## config.mk

```make
export PLATFORM = sky130hd
export DESIGN_NAME = vc_plane_arbiter_mux
export DESIGN_NICKNAME = d
export VERILOG_FILES = /design/src/rtl/vc_plane_arbiter_mux.sv
export SDC_FILE = /design/constraint.sdc
export NUM_CORES = 1
export LEC_CHECK = 0
export ABC_AREA = 1
export BUFFER_PORTS_ARGS = -buffer_cell sky130_fd_sc_hd__buf_4
export CAP_MARGIN = 20
export CORE_UTILIZATION = 48
export DETAILED_ROUTE_END_ITERATION = 12
export HOLD_SLACK_MARGIN = 0.15
export PLACE_DENSITY = 0.81
export SLEW_MARGIN = 10
export SYNTH_ARGS = -nofsm -noshare
export SYNTH_HDL_FRONTEND = slang
export SYNTH_SLANG_ARGS = --single-unit
```

## constraint.sdc

```tcl
create_clock -name clk -period 2.55 [get_ports clk]
set_input_delay 0.255 -clock clk [delete_from_list [all_inputs] [get_ports clk]]
set_output_delay 0.255 -clock clk [all_outputs]
set_load 0.02 [all_outputs]
```

## src/rtl/vc_plane_arbiter_mux.sv

```systemverilog
// Round-robin VC-plane arbiter with packet hold, bounded-hold preemption and a
// registered mux forwarding the granted plane's switch-control slice.
module vc_plane_arbiter_mux #(
    parameter int VC            = 4,
    parameter int INPUTS        = 4,
    parameter int OUTPUTS       = 4,
    parameter int REQUEST_WIDTH = 2,
    parameter int MAX_HOLD      = 16,
    parameter int SEL_W         = (VC > 1) ? $clog2(VC) : 1
) (
    input  logic                              clk,
    input  logic                              rst,
    input  logic [VC-1:0]                     vcRequest,
    input  logic [VC-1:0]                     vcRelease,
    input  logic [VC*OUTPUTS*REQUEST_WIDTH-1:0] routeSelectVC,
    input  logic [VC*OUTPUTS-1:0]             outputBusyVC,
    input  logic [VC*INPUTS-1:0]              PortReservedVC,
    input  logic [VC*INPUTS-1:0]              routeReserveStatusVC,
    output logic [SEL_W-1:0]                  VCPlaneSelector,
    output logic                              VCPlaneValid,
    output logic [VC-1:0]                     vcGrant,
    output logic [OUTPUTS*REQUEST_WIDTH-1:0]  routeSelect,
    output logic [OUTPUTS-1:0]                outputBusy,
    output logic [INPUTS-1:0]                 PortReserved,
    output logic [INPUTS-1:0]                 routeReserveStatus
);

    localparam int RS_W  = OUTPUTS * REQUEST_WIDTH;
    localparam int CNT_W = $clog2(MAX_HOLD);
    localparam logic [CNT_W-1:0] CNT_MAX = CNT_W'(MAX_HOLD - 1);

    localparam logic [0:0] IDLE = 1'b0;
    localparam logic [0:0] HOLD = 1'b1;

    logic [VC-1:0][RS_W-1:0]    rsArr;
    logic [VC-1:0][OUTPUTS-1:0] obArr;
    logic [VC-1:0][INPUTS-1:0]  prArr;
    logic [VC-1:0][INPUTS-1:0]  rrsArr;

    assign rsArr  = routeSelectVC;
    assign obArr  = outputBusyVC;
    assign prArr  = PortReservedVC;
    assign rrsArr = routeReserveStatusVC;

    logic [0:0]       stateQ, stateN;
    logic [SEL_W-1:0] selQ, selN, ptrQ, ptrN;
    logic [CNT_W-1:0] cntQ, cntN;
    logic [VC-1:0]    selHot, selHotN, mask;
    logic [SEL_W:0]   found;
    logic             relDrop, preempt;

    // First set bit of mask at or after 'from' (circular); MSB of result flags a hit.
    function automatic logic [SEL_W:0] search(input int from, input logic [VC-1:0] m);
        logic [SEL_W:0] r;
        int idx;
        r = '0;
        for (int i = VC - 1; i >= 0; i--) begin
            idx = (from + i) % VC;
            if (m[idx]) r = {1'b1, idx[SEL_W-1:0]};
        end
        return r;
    endfunction

    always_comb begin
        stateN  = stateQ;
        selN    = selQ;
        ptrN    = ptrQ;
        cntN    = cntQ;
        found   = '0;
        relDrop = 1'b0;
        preempt = 1'b0;
        mask    = vcRequest;
        selHot  = '0;
        selHot[selQ] = 1'b1;

        if (stateQ == IDLE) begin
            found = search(int'(ptrQ), vcRequest);
        end else begin
            relDrop = vcRelease[selQ] | ~vcRequest[selQ];
            preempt = (cntQ == CNT_MAX) && (|(vcRequest & ~selHot));
            if (relDrop || preempt) begin
                // A preempted plane still requests and stays eligible behind the others.
                mask  = relDrop ? (vcRequest & ~selHot) : vcRequest;
                found = search(int'(selQ) + 1, mask);
                if (!found[SEL_W]) begin
                    stateN = IDLE;
                    selN   = '0;
                end
            end else if (cntQ != CNT_MAX) begin
                cntN = cntQ + 1'b1;
            end
        end

        if (found[SEL_W]) begin
            stateN = HOLD;
            selN   = found[SEL_W-1:0];
            ptrN   = SEL_W'((int'(found[SEL_W-1:0]) + 1) % VC);
            cntN   = '0;
        end

        selHotN = '0;
        selHotN[selN] = 1'b1;
    end

    always_ff @(posedge clk or negedge rst) begin
        if (!rst) begin
            stateQ             <= IDLE;
            selQ               <= '0;
            ptrQ               <= '0;
            cntQ               <= '0;
            vcGrant            <= '0;
            routeSelect        <= '0;
            outputBusy         <= '0;
            PortReserved       <= '0;
            routeReserveStatus <= '0;
        end else begin
            stateQ <= stateN;
            selQ   <= selN;
            ptrQ   <= ptrN;
            cntQ   <= cntN;
            if (stateN == HOLD) begin
                vcGrant            <= selHotN;
                routeSelect        <= rsArr[selN];
                outputBusy         <= obArr[selN];
                PortReserved       <= prArr[selN];
                routeReserveStatus <= rrsArr[selN];
            end else begin
                vcGrant            <= '0;
                routeSelect        <= '0;
                outputBusy         <= '0;
                PortReserved       <= '0;
                routeReserveStatus <= '0;
            end
        end
    end

    assign VCPlaneSelector = selQ;
    assign VCPlaneValid    = stateQ;

endmodule

```

==> results.json <==
{
  "end_kind": "flip-flop",
  "min_path_type": "in2reg",
  "cp.required_ns": 2.76,
  "fp-row-count": 26,
  "antenna_found_initial": 0,
  "nFillCells": 396,
  "final_common_cell": "nand2_1",
  "root_buffer": "clkbuf_8",
  "antennaDiodeCount": 0,
  "fin_util": 0.741,
  "ys_warn_count": 0,
  "synth_fp_nets": 491,
  "numCtsBuffers": 5,
  "avgViaCountPerCell": 5.18,
  "rrSetupSlack_ns": 0.16,
  "synth_top_family_by_area": "simple AND/OR/NAND/NOR gates",
  "start_kind": "flip-flop",
  "crit_start": "VCPlaneSelector[0]$_DFF_PN0_",
  "yosys.area_share.simple": 0.430,
  "hold_path_depth": 5,
  "layout_common_cells": "169 x nand2_1, 129 x buf_4, 46 x nand3_1",
  "tightest_slew_ns": 0.496,
  "clock_path_buffers": 2,
  "synth_compound_area_frac": 0.126,
  "r2r_end": "routeSelect[7]$_DFF_PN0_",
  "worst-setup-path-type": "reg2reg",
  "r2r-start": "VCPlaneSelector[0]$_DFF_PN0_",
  "die_w_um": 76.6,
  "yosysUniqueCellTypes": 33,
  "synth-edff-count": 0,
  "hold_start": "PortReservedVC[0]",
  "outcome": "completed",
  "grt_use_total": 0.252,
  "synth_flop_cell": "dfrtp_1",
  "die_y_um": 76.6,
  "rsz0062_at_grt": "yes",
  "fin_skew_ns": 0.00469,
  "path_max_fanout": 10,
  "gp_congestion": 0.868,
  "clock_sinks": 33,
  "drt_iter0_drc": 142,
  "die_area_mm2": 0.00586,
  "totalWireLength_um": 7900,
  "setup_violations": 0,
  "initial_utilization": 0.510,
  "design_area_mm2": 0.00388,
  "core_mm2": 0.00524,
  "maxCapViolations": 0,
  "drc": 0,
  "finalMaxSlewViolations": 0,
  "antenna_left": 0,
  "place_area_mm2": 0.00359,
  "slew_headroom": 0.667,
  "grt_pass1_wl_um": 11900,
  "wl_per_cell_um": 13.3,
  "nNetsFinal": 619,
  "final_hold_viol_count": 0,
  "syn-instance-count": 396,
  "seq_area_um2": 827,
  "syn_area_per_cell_um2": 6.74,
  "h-tree-depth": 2,
  "reg2regPathDepth": 17,
  "ys_seq_area_frac": 0.309,
  "clock_latency_ns": 0.28,
  "grt_pass1_vias": 2673,
  "dp_hpwl_um": 5600,
  "syn-cell-area_mm2": 0.00267,
  "multiInputGateArea_mm2": 0.00169,
  "cts_tree": "built",
  "dr.pass1.iters": 4,
  "async_flop_share": 1.00,
  "clkTransAtPathRegs_ns": 0.07,
  "synth_adder_area_share": 0.0234,
  "syn_to_final_growth_pct": 45.4,
  "grt_max_degree": 44,
  "ioPinCount": 117,
  "worstHoldEndpoint": "PortReserved[0]$_DFF_PN0_",
  "vias": 3081,
  "drive_gt1_frac": 0.379,
  "max_freq_ghz": 0.419,
  "yosys.area_share.xor_xnor": 0.0131,
  "worstPathArrival_ns": 2.59,
  "io_buffers": 116,
  "synth_mux_area_frac": 0,
  "setup_tns_ns": 0,
  "ys_ff_latch": 33,
  "overflow": 0,
  "fin_crit_sh": 0.936,
  "period_needed_ns": 2.39
}
## flip-flops by register name (all words and copies together), names as in the netlist
register / count
routeSelect: 8
PortReserved: 4
cntQ: 4
outputBusy: 4
routeReserveStatus: 4
vcGrant: 4
VCPlaneSelector: 2
ptrQ: 2
VCPlaneValid: 1
## synthesized netlist by cell type (3+ instances only)
cell type	count	area share
ha_1	5	0.023
o22ai_1	3	0.0070
nand3_2	3	0.011
inv_1	27	0.038
dfrtp_1	33	0.31
a21oi_2	17	0.056
buf_2	8	0.015
nand3_1	46	0.086
xor2_1	3	0.0098
inv_2	7	0.0098
a21oi_1	10	0.019
buf_4	10	0.028
o21ai_1	9	0.017
nor3_1	6	0.011
nand2_1	171	0.24
nand2_2	7	0.016
nor2_1	10	0.014
o21ai_0	3	0.0056
## kinds of logic after synthesis
| family | count (synthesis) |
|---|---|
| simple gates | 253 |
| fa+ha+maj | 5 |
| xor+xnor | 4 |
| buf+inv | 54 |
| flops | 33 |
| compound gates | 47 |
## through the flow
stage / hold WS, ns / cells / worst slack, ns
6_report: 0.315 / 595 / 0.163
5_1_grt: 0.326 / 595 / -0.0578
4_1_cts: 0.310 / 581 / 0.0359
3_5_place_dp: 0.221 / 572 / 0.0400
3_3_place_gp: 0.214 / 572 / 0.148
2_1_floorplan: -0.0406 / 396 / 0.104
## timing repair
action                     4_1_cts  5_1_grt
setup endpoints to repair        0       24
hold buffers                     1        0
gates resized for setup          0       14
hold endpoints to repair        33        0
setup buffers                    0        8
## worst max-delay path by stage
stage	to	slack, ns	cells after the start
2_1_floorplan	outputBusy[2]$_DFF_PN0_	0.10	18
4_1_cts	routeReserveStatus[0]$_DFF_PN0_	0.04	17
6_report	routeSelect[7]$_DFF_PN0_	0.16	17
5_1_grt	routeSelect[6]$_DFF_PN0_	-0.06	17
3_5_place_dp	routeReserveStatus[0]$_DFF_PN0_	0.04	17
3_3_place_gp	routeReserveStatus[0]$_DFF_PN0_	0.15	17
## layout make-up
type,count,share of cell area
clock inverters,2,0.00258
repair buffers,135,0.273
multi-input cells,315,0.436
well taps,70,0.0226
inverters,34,0.0342
flip-flops and latches,33,0.213
clock buffers,6,0.0187
## per-layer routing
layer	part of all wire	track usage	up-vias
met5	0	0	-
met4	0.021	0.0750	0
met3	0.085	0.0731	17
met2	0.49	0.429	123
met1	0.40	0.307	1428
li1	-	-	1513
## critical path: stages (launching register included)
cell and delay (ns):
dfrtp_1 0.40, inv_2 0.12, ha_2 0.32, xor2_2 0.22
inv_1 0.09, nand2_1 0.10, nand2_1 0.07, nor2_1 0.08
nand2_1 0.05, nand2_1 0.06, nand2_2 0.06, nand2_4 0.14
nand2_8 0.12, nand2_4 0.17, nand2_1 0.07, nand2_1 0.05
nand2_1 0.04, a21oi_1 0.13
Power is not shown: default switching activity piles up to over one toggle a cycle in this logic, so the estimate is an artifact.
